===== src/rtl/crossy_pkg.sv =====
// Shared constants for the crossy-road video pipeline: screen size, chicken
// sprite geometry, game-state encodings and a span-test helper.
package crossy_pkg;

    localparam int unsigned H_ACTIVE  = 640;
    localparam int unsigned V_ACTIVE  = 480;
    localparam int unsigned COORD_W   = 10;

    // Chicken sprite is fixed on screen: x 310..339, y 400..439
    localparam int unsigned CHICKEN_X = 310;
    localparam int unsigned CHICKEN_W = 30;
    localparam int unsigned CHICKEN_Y = 400;
    localparam int unsigned CHICKEN_H = 40;

    // Game state encodings (also driven out on the state port)
    localparam logic [1:0] ST_PLAY    = 2'd0;
    localparam logic [1:0] ST_HIT     = 2'd1;
    localparam logic [1:0] ST_RESTART = 2'd2;

    // True when pos lies in [start, start+len); 11-bit sum so no wrap
    function automatic logic in_span(input logic [COORD_W-1:0] pos,
                                     input logic [COORD_W-1:0] start,
                                     input logic [COORD_W:0]   len);
        return (11'(pos) >= 11'(start)) && (11'(pos) < (11'(start) + len));
    endfunction

endpackage


===== src/rtl/obstacle_lane.sv =====
// One obstacle lane: x/y position registers with screen wrap, and the
// combinational "this pixel is inside my obstacle" test.
// Ports:
//   clk, reset   clock, async active-high reset (loads X_INIT/Y_INIT)
//   reload       synchronous reload of the initial position
//   step         advance x by speed this cycle (DIR 0 = right, 1 = left)
//   move         together with step, scroll y down by Y_STEP
//   speed        px per step
//   hpos, vpos   current pixel
//   hit_c        combinational: pixel is covered by this obstacle
module obstacle_lane
    import crossy_pkg::*;
#(
    parameter int unsigned DIR    = 0,
    parameter int unsigned X_INIT = 0,
    parameter int unsigned Y_INIT = 0,
    parameter int unsigned OB_W   = 50,
    parameter int unsigned OB_H   = 30,
    parameter int unsigned Y_STEP = 10
) (
    input  logic                clk,
    input  logic                reset,
    input  logic                reload,
    input  logic                step,
    input  logic                move,
    input  logic [COORD_W-1:0]  speed,
    input  logic [COORD_W-1:0]  hpos,
    input  logic [COORD_W-1:0]  vpos,
    output logic                hit_c
);

    logic [COORD_W-1:0] x_pos;
    logic [COORD_W-1:0] y_pos;
    logic [COORD_W-1:0] x_nxt;
    logic [COORD_W-1:0] y_nxt;
    logic [COORD_W:0]   x_sum;
    logic [COORD_W:0]   y_sum;

    // Wrapped next positions and the pixel hit test
    always_comb begin
        x_sum = 11'(x_pos) + 11'(speed);
        y_sum = 11'(y_pos) + 11'(Y_STEP);
        if (DIR == 0) begin
            x_nxt = (x_sum >= 11'(H_ACTIVE)) ? 10'(x_sum - 11'(H_ACTIVE)) : 10'(x_sum);
        end else begin
            x_nxt = (x_pos < speed) ? 10'(11'(x_pos) + 11'(H_ACTIVE) - 11'(speed))
                                    : (x_pos - speed);
        end
        y_nxt = (y_sum >= 11'(V_ACTIVE)) ? 10'(y_sum - 11'(V_ACTIVE)) : 10'(y_sum);
        hit_c = in_span(hpos, x_pos, 11'(OB_W)) && in_span(vpos, y_pos, 11'(OB_H));
    end

    // Position registers
    always_ff @(posedge clk or posedge reset) begin
        if (reset) begin
            x_pos <= 10'(X_INIT);
            y_pos <= 10'(Y_INIT);
        end else if (reload) begin
            x_pos <= 10'(X_INIT);
            y_pos <= 10'(Y_INIT);
        end else if (step) begin
            x_pos <= x_nxt;
            if (move) begin
                y_pos <= y_nxt;
            end
        end
    end

endmodule


===== src/rtl/obstacle_field.sv =====
// Obstacle/lane engine: NUM_LANES lanes in alternating directions, speed
// scaled by score, frame-synchronous updates, registered collision detect and
// the PLAY / HIT / RESTART game FSM.
// Ports:
//   clk, reset      clock, async active-high reset
//   frame_tick      one-cycle pulse at start of vblank
//   move_btn        raw asynchronous button
//   hpos, vpos      current pixel, display_on active-video flag
//   ob_pixel        registered: an obstacle covers the pixel
//   chicken_pixel   registered: the chicken covers the pixel
//   hit_flash       high while in HIT
//   collision       one-cycle pulse on entry to HIT
//   score           forward moves, saturating at 255
//   state           PLAY=0, HIT=1, RESTART=2
module obstacle_field
    import crossy_pkg::*;
#(
    parameter int unsigned NUM_LANES    = 4,
    parameter int unsigned OB_W         = 50,
    parameter int unsigned OB_H         = 30,
    parameter int unsigned Y_START      = 32,
    parameter int unsigned LANE_PITCH   = 90,
    parameter int unsigned X_OFFSET     = 160,
    parameter int unsigned Y_STEP       = 10,
    parameter int unsigned BASE_SPEED   = 1,
    parameter int unsigned SPEED_SHIFT  = 3,
    parameter int unsigned MAX_SPEED    = 4,
    parameter int unsigned FLASH_FRAMES = 60
) (
    input  logic        clk,
    input  logic        reset,
    input  logic        frame_tick,
    input  logic        move_btn,
    input  logic [9:0]  hpos,
    input  logic [9:0]  vpos,
    input  logic        display_on,
    output logic        ob_pixel,
    output logic        chicken_pixel,
    output logic        hit_flash,
    output logic        collision,
    output logic [7:0]  score,
    output logic [1:0]  state
);

    localparam int unsigned CNT_W = (FLASH_FRAMES < 1) ? 1 : $clog2(FLASH_FRAMES + 1);

    logic                 btn_s1;
    logic                 btn_s2;
    logic                 btn_d;
    logic                 btn_edge;
    logic                 move_pending;
    logic                 pending_nxt;
    logic                 hit_latch;
    logic                 latch_nxt;
    logic [CNT_W-1:0]     flash_cnt;
    logic [CNT_W-1:0]     cnt_nxt;
    logic [1:0]           state_nxt;
    logic [7:0]           score_nxt;
    logic                 lane_step;
    logic                 lane_move;
    logic                 lane_reload;
    logic                 enter_hit;
    logic [8:0]           speed_raw;
    logic [COORD_W-1:0]   speed;
    logic [NUM_LANES-1:0] lane_hit;
    logic                 chicken_hit;

    assign btn_edge = btn_s2 & ~btn_d;

    // Speed from the pre-increment score, capped
    assign speed_raw = 9'(BASE_SPEED) + 9'(score >> SPEED_SHIFT);
    assign speed     = (speed_raw > 9'(MAX_SPEED)) ? 10'(MAX_SPEED) : 10'(speed_raw);

    assign chicken_hit = in_span(hpos, 10'(CHICKEN_X), 11'(CHICKEN_W)) &&
                         in_span(vpos, 10'(CHICKEN_Y), 11'(CHICKEN_H));

    // Lanes: even lanes move right, odd lanes move left
    for (genvar i = 0; i < NUM_LANES; i++) begin : g_lane
        obstacle_lane #(
            .DIR    (i % 2),
            .X_INIT ((i * X_OFFSET) % H_ACTIVE),
            .Y_INIT ((Y_START + i * LANE_PITCH) % V_ACTIVE),
            .OB_W   (OB_W),
            .OB_H   (OB_H),
            .Y_STEP (Y_STEP)
        ) u_lane (
            .clk    (clk),
            .reset  (reset),
            .reload (lane_reload),
            .step   (lane_step),
            .move   (lane_move),
            .speed  (speed),
            .hpos   (hpos),
            .vpos   (vpos),
            .hit_c  (lane_hit[i])
        );
    end

    // Game FSM next state, score, flags and lane controls
    always_comb begin
        state_nxt   = state;
        cnt_nxt     = flash_cnt;
        score_nxt   = score;
        pending_nxt = 1'b0;
        latch_nxt   = 1'b0;
        lane_step   = 1'b0;
        lane_move   = 1'b0;
        lane_reload = 1'b0;
        enter_hit   = 1'b0;
        case (state)
            ST_PLAY: begin
                latch_nxt   = ~frame_tick & (hit_latch | (ob_pixel & chicken_pixel));
                pending_nxt = (move_pending & ~frame_tick) | btn_edge;
                if (frame_tick) begin
                    if (hit_latch) begin
                        // Collision wins over a pending move; the move is dropped
                        state_nxt   = ST_HIT;
                        cnt_nxt     = CNT_W'(FLASH_FRAMES);
                        pending_nxt = 1'b0;
                        enter_hit   = 1'b1;
                    end else begin
                        lane_step = 1'b1;
                        if (move_pending) begin
                            lane_move = 1'b1;
                            if (score != 8'hFF) begin
                                score_nxt = score + 8'd1;
                            end
                        end
                    end
                end
            end
            ST_HIT: begin
                if (frame_tick) begin
                    if (flash_cnt <= CNT_W'(1)) begin
                        state_nxt = ST_RESTART;
                        cnt_nxt   = '0;
                    end else begin
                        cnt_nxt = flash_cnt - CNT_W'(1);
                    end
                end
            end
            ST_RESTART: begin
                lane_reload = 1'b1;
                score_nxt   = '0;
                state_nxt   = ST_PLAY;
            end
            default: begin
                state_nxt = ST_PLAY;
            end
        endcase
    end

    // State, flags and registered outputs
    always_ff @(posedge clk or posedge reset) begin
        if (reset) begin
            btn_s1        <= 1'b0;
            btn_s2        <= 1'b0;
            btn_d         <= 1'b0;
            state         <= ST_PLAY;
            flash_cnt     <= '0;
            score         <= '0;
            move_pending  <= 1'b0;
            hit_latch     <= 1'b0;
            ob_pixel      <= 1'b0;
            chicken_pixel <= 1'b0;
            collision     <= 1'b0;
            hit_flash     <= 1'b0;
        end else begin
            btn_s1        <= move_btn;
            btn_s2        <= btn_s1;
            btn_d         <= btn_s2;
            state         <= state_nxt;
            flash_cnt     <= cnt_nxt;
            score         <= score_nxt;
            move_pending  <= pending_nxt;
            hit_latch     <= latch_nxt;
            // Blank obstacles during RESTART so stale positions cannot latch a hit
            ob_pixel      <= display_on & (|lane_hit) & (state != ST_RESTART);
            chicken_pixel <= display_on & chicken_hit;
            collision     <= enter_hit;
            hit_flash     <= (state_nxt == ST_HIT);
        end
    end

endmodule


===== config.mk =====
export PLATFORM = sky130hd
export DESIGN_NAME = obstacle_field
export DESIGN_NICKNAME = d
export VERILOG_FILES = /design/src/rtl/crossy_pkg.sv /design/src/rtl/obstacle_lane.sv /design/src/rtl/obstacle_field.sv
export SDC_FILE = /design/constraint.sdc
export NUM_CORES = 1
export LEC_CHECK = 0
export CORE_MARGIN = 2
export CORE_UTILIZATION = 30
export DETAILED_ROUTE_END_ITERATION = 7
export PLACE_DENSITY = 0.43
export RECOVER_POWER = 100
export SLEW_MARGIN = 20
export SYNTH_ARGS = -nofsm -noshare
export SYNTH_HDL_FRONTEND = slang
export SYNTH_SLANG_ARGS = --single-unit

===== constraint.sdc =====
create_clock -name clk -period 3.93 [get_ports clk]
set_input_delay 1.179 -clock clk [delete_from_list [all_inputs] [get_ports clk]]
set_output_delay 1.179 -clock clk [all_outputs]
set_load 0.02 [all_outputs]

==> flow_summary.yaml <==
detailed_routing:
  first_iter_violations: 417
  drc: 0
  drt-wirelength-per-cell_um: 17.09
  vias: 10770
  ant_nets: 0
  viasPerCell: 5.165
  finalWirelength_um: 35630
  first_pass_iters: 5
layout:
  final_core_util_pct: 34.44
  layout.nets: 1803
  drive_above_1_share_pct: 9.401
  area_growth_pct: 13.86
  antenna_cells: 0
synth:
  synth.avg_cell_area_um2: 8.324
  yosysTopAreaCell: "ha_1"
  yosys_most_used_dff: "dfrtp_1"
  yosysUniqueCellTypes: 93
  synth_common_cells: "ha_1 (216), inv_1 (130), nand2_1 (109), o21ai_0 (99), a21oi_1 (93)"
  ys_seq_elements: 101
  postSynthCellCount: 1477
  synth_most_common_cell: "ha_1"
  yosysWarnings: 0
  synth_area_leaders: "ha_1 (22%), dfrtp_1 (16%), xnor2_1 (6.6%)"
  yosysTopAreaCellShare_pct: 21.98
  yosysSeqAreaShare_pct: 20.79
  synth_area_mm2: 0.01229
  async_reset_ff_share_pct: 100.0
  synth_edf_count: 0
floorplanning:
  die-area_mm2: 0.04262
  num_io_pins: 39
  rows: 74
  start_util_pct: 30.25
  die_w_um: 206.4
  die_h_um: 206.4
  coreArea_mm2: 0.04065
worst_setup_path:
  end_kind: "register"
  worst-setup-path-type: "register to register"
  cp.arrival_ps: 4020
  startpoint_type: "register"
  crit_required_ps: 4220
  critical_path_peak_fanout: 4
placed_design:
  port_buffers: 37
  gp_congestion: 0.8340
  post-dp-hpwl_um: 27140
sta:
  fin_skew_ps: 10.88
  period_needed_ps: 3732
  post-route-period-util_pct: 94.96
  hold_violations: 0
  relSlewSlack_pct: -29.27
  fmax_ghz: 0.2680
  setup-violations-final: 0
  rsz0062_at_grt: "yes"
  slew_viol_final: 42
  fin_setup_tns_ps: 0
  worst_slew_pin_slew_ps: 1939
power:
  p_seq_share_pct: 22.4
  clock_power_share_pct: 9.7
  peakVddDrop_v: 0.0003197
  power_density_mw_per_mm2: 729.6
  power.leakage_nw: 6.216
  swShare_pct: 49.62
  p_sw_mw: 5.068
  internal_power_mw: 5.145
  combPwrFrac_pct: 67.8
cts:
  cts-buffers-inserted: 9
  clk_pin_slew_ps: 80
  clkSinkCount: 101
  clockRootBuffer: "clkbuf_16"
  cts_buffer_depth: 2
  cts_hold_buf: 0
  cts_tree: "done"
  htreeDepth: 3
  insertion_delay_ps: 380
grt:
  grt_pass1_wl_um: 58130
  overflow: 0
  grt_max_degree: 52
  grt_pass1_vias: 10700
  grt.total_usage_pct: 17.37
  antenna_found_initial: 0
run_status:
  outcome: "complete, but fails checks"
  violations: "max-capacitance violations, max-slew violations"
run:
  maxCapViolCount: 1
min_path:
  hold_path.class: "register to register"
==> worst max-delay path, stage by stage, from the launching register on <==
cell	delay, ps
dfrtp_1	410
ha_1	210
inv_2	90
a2111oi_2	70
buf_4	160
ha_1	220
fa_2	360
a21o_1	190
a21o_1	200
a2111oi_4	360
nor3_4	80
ha_1	220
or3_1	360
o31ai_2	270
nor3_2	90
xnor2_1	140
o31ai_1	200
==> placed cells by master (no fill, tap or decap), types with 29 or more instances in the layout <==
| master | n |
|---|---|
| nor2_1 | 87 |
| ha_1 | 216 |
| nand2_1 | 108 |
| xnor2_1 | 91 |
| nor3_1 | 29 |
| a21oi_1 | 91 |
| dfrtp_1 | 78 |
| o21ai_0 | 98 |
| inv_1 | 128 |
| nand3_1 | 58 |
| buf_4 | 51 |
==> sequential cells by signal, summed over array words and instances (netlist names) <==
signal               count
btn_s2                   1
btn_s1                   1
flash_cnt                6
state                    2
chicken_pixel            1
hit_flash                1
g_lane.u_lane.x_pos     40
btn_d                    1
collision                1
hit_latch                1
ob_pixel                 1
score                    8
g_lane.u_lane.y_pos     36
move_pending             1
==> what timing repair did <==
item                                    CTS  global route
pin swaps                                 0             7
endpoints found under the hold margin     0             0
resized for setup                         8            16
buffers inserted                          0             3
endpoints found under the setup margin    2             9
==> cell type report <==
class | instances | area, µm²
clock inverter | 6 | 68.82
sequential | 101 | 2556
timing repair buffer | 97 | 855.8
inverter | 131 | 491.7
fill | 4270 | 26650
tap | 532 | 665.6
multi-input combinational | 1208 | 9131
clock buffer | 10 | 229.0
==> power by group through the flow <==
stage / Combinational, mW / Sequential [mW] / Clock (mW)
final: 6.93 / 2.29 / 0.993
after global routing: 8.00 / 2.40 / 1.08
after CTS: 6.91 / 2.28 / 1.05
after detailed placement: 6.84 / 2.30 / 0
after global placement: 6.77 / 2.30 / 0
after floorplan: 5.57 / 1.92 / 0
==> final timing paths <==
check / from / end / slack, ps / depth (start not counted)
worst max-delay path: score[4] / g_lane[0].u_lane.x_pos[7] / 200 / 16
worst min-delay path: btn_s1 / btn_s2 / 350 / 0
worst max register to register: score[4] / g_lane[0].u_lane.x_pos[7] / 200 / 16
worst min register to register: btn_s1 / btn_s2 / 350 / 0
max in group asynchronous: reset / g_lane[3].u_lane.x_pos[6] / 620 / 3
min in group asynchronous: reset / collision / 1860 / 2
==> per-stage QoR <==
stage                     cell area [µm²]  std cells  hold slack (ps)  setup WS [ps]  total power [mW]
after floorplan                     12360       1493            331.2          38.29             7.484
after global placement              13610       2066            334.4         -25.91             9.070
after detailed placement            13610       2066            339.6         -145.4             9.143
after CTS                           13930       2082            357.8          28.58             10.25
after global routing                14000       2085            376.1         -39.27             11.48
final                               14000       2085            354.3          198.2             10.21
==> cells by family after synthesis <==
group | Yosys count | share of synthesized area, %
AO/OA/AOI/OAI | 417 | 22.73
XOR/XNOR | 104 | 7.409
adder cells (fa/ha/maj) | 231 | 24.35
buffers and inverters | 184 | 6.269
flip-flops | 101 | 20.79
multiplexers | 11 | 0.9465
other | 2 | 0.06109
AND/OR/NAND/NOR | 427 | 17.44
==> metal layers <==
layer  vias to the layer above  global-route usage (%)  share of wire, %
li1                       5488                       -                 -
met1                      5182                   23.88                50
met2                        87                   29.14                47
met3                        12                   2.050               1.7
met4                         0                   3.597               1.2
met5                         -                       0                 0
Power figures use the tool's default switching activity.
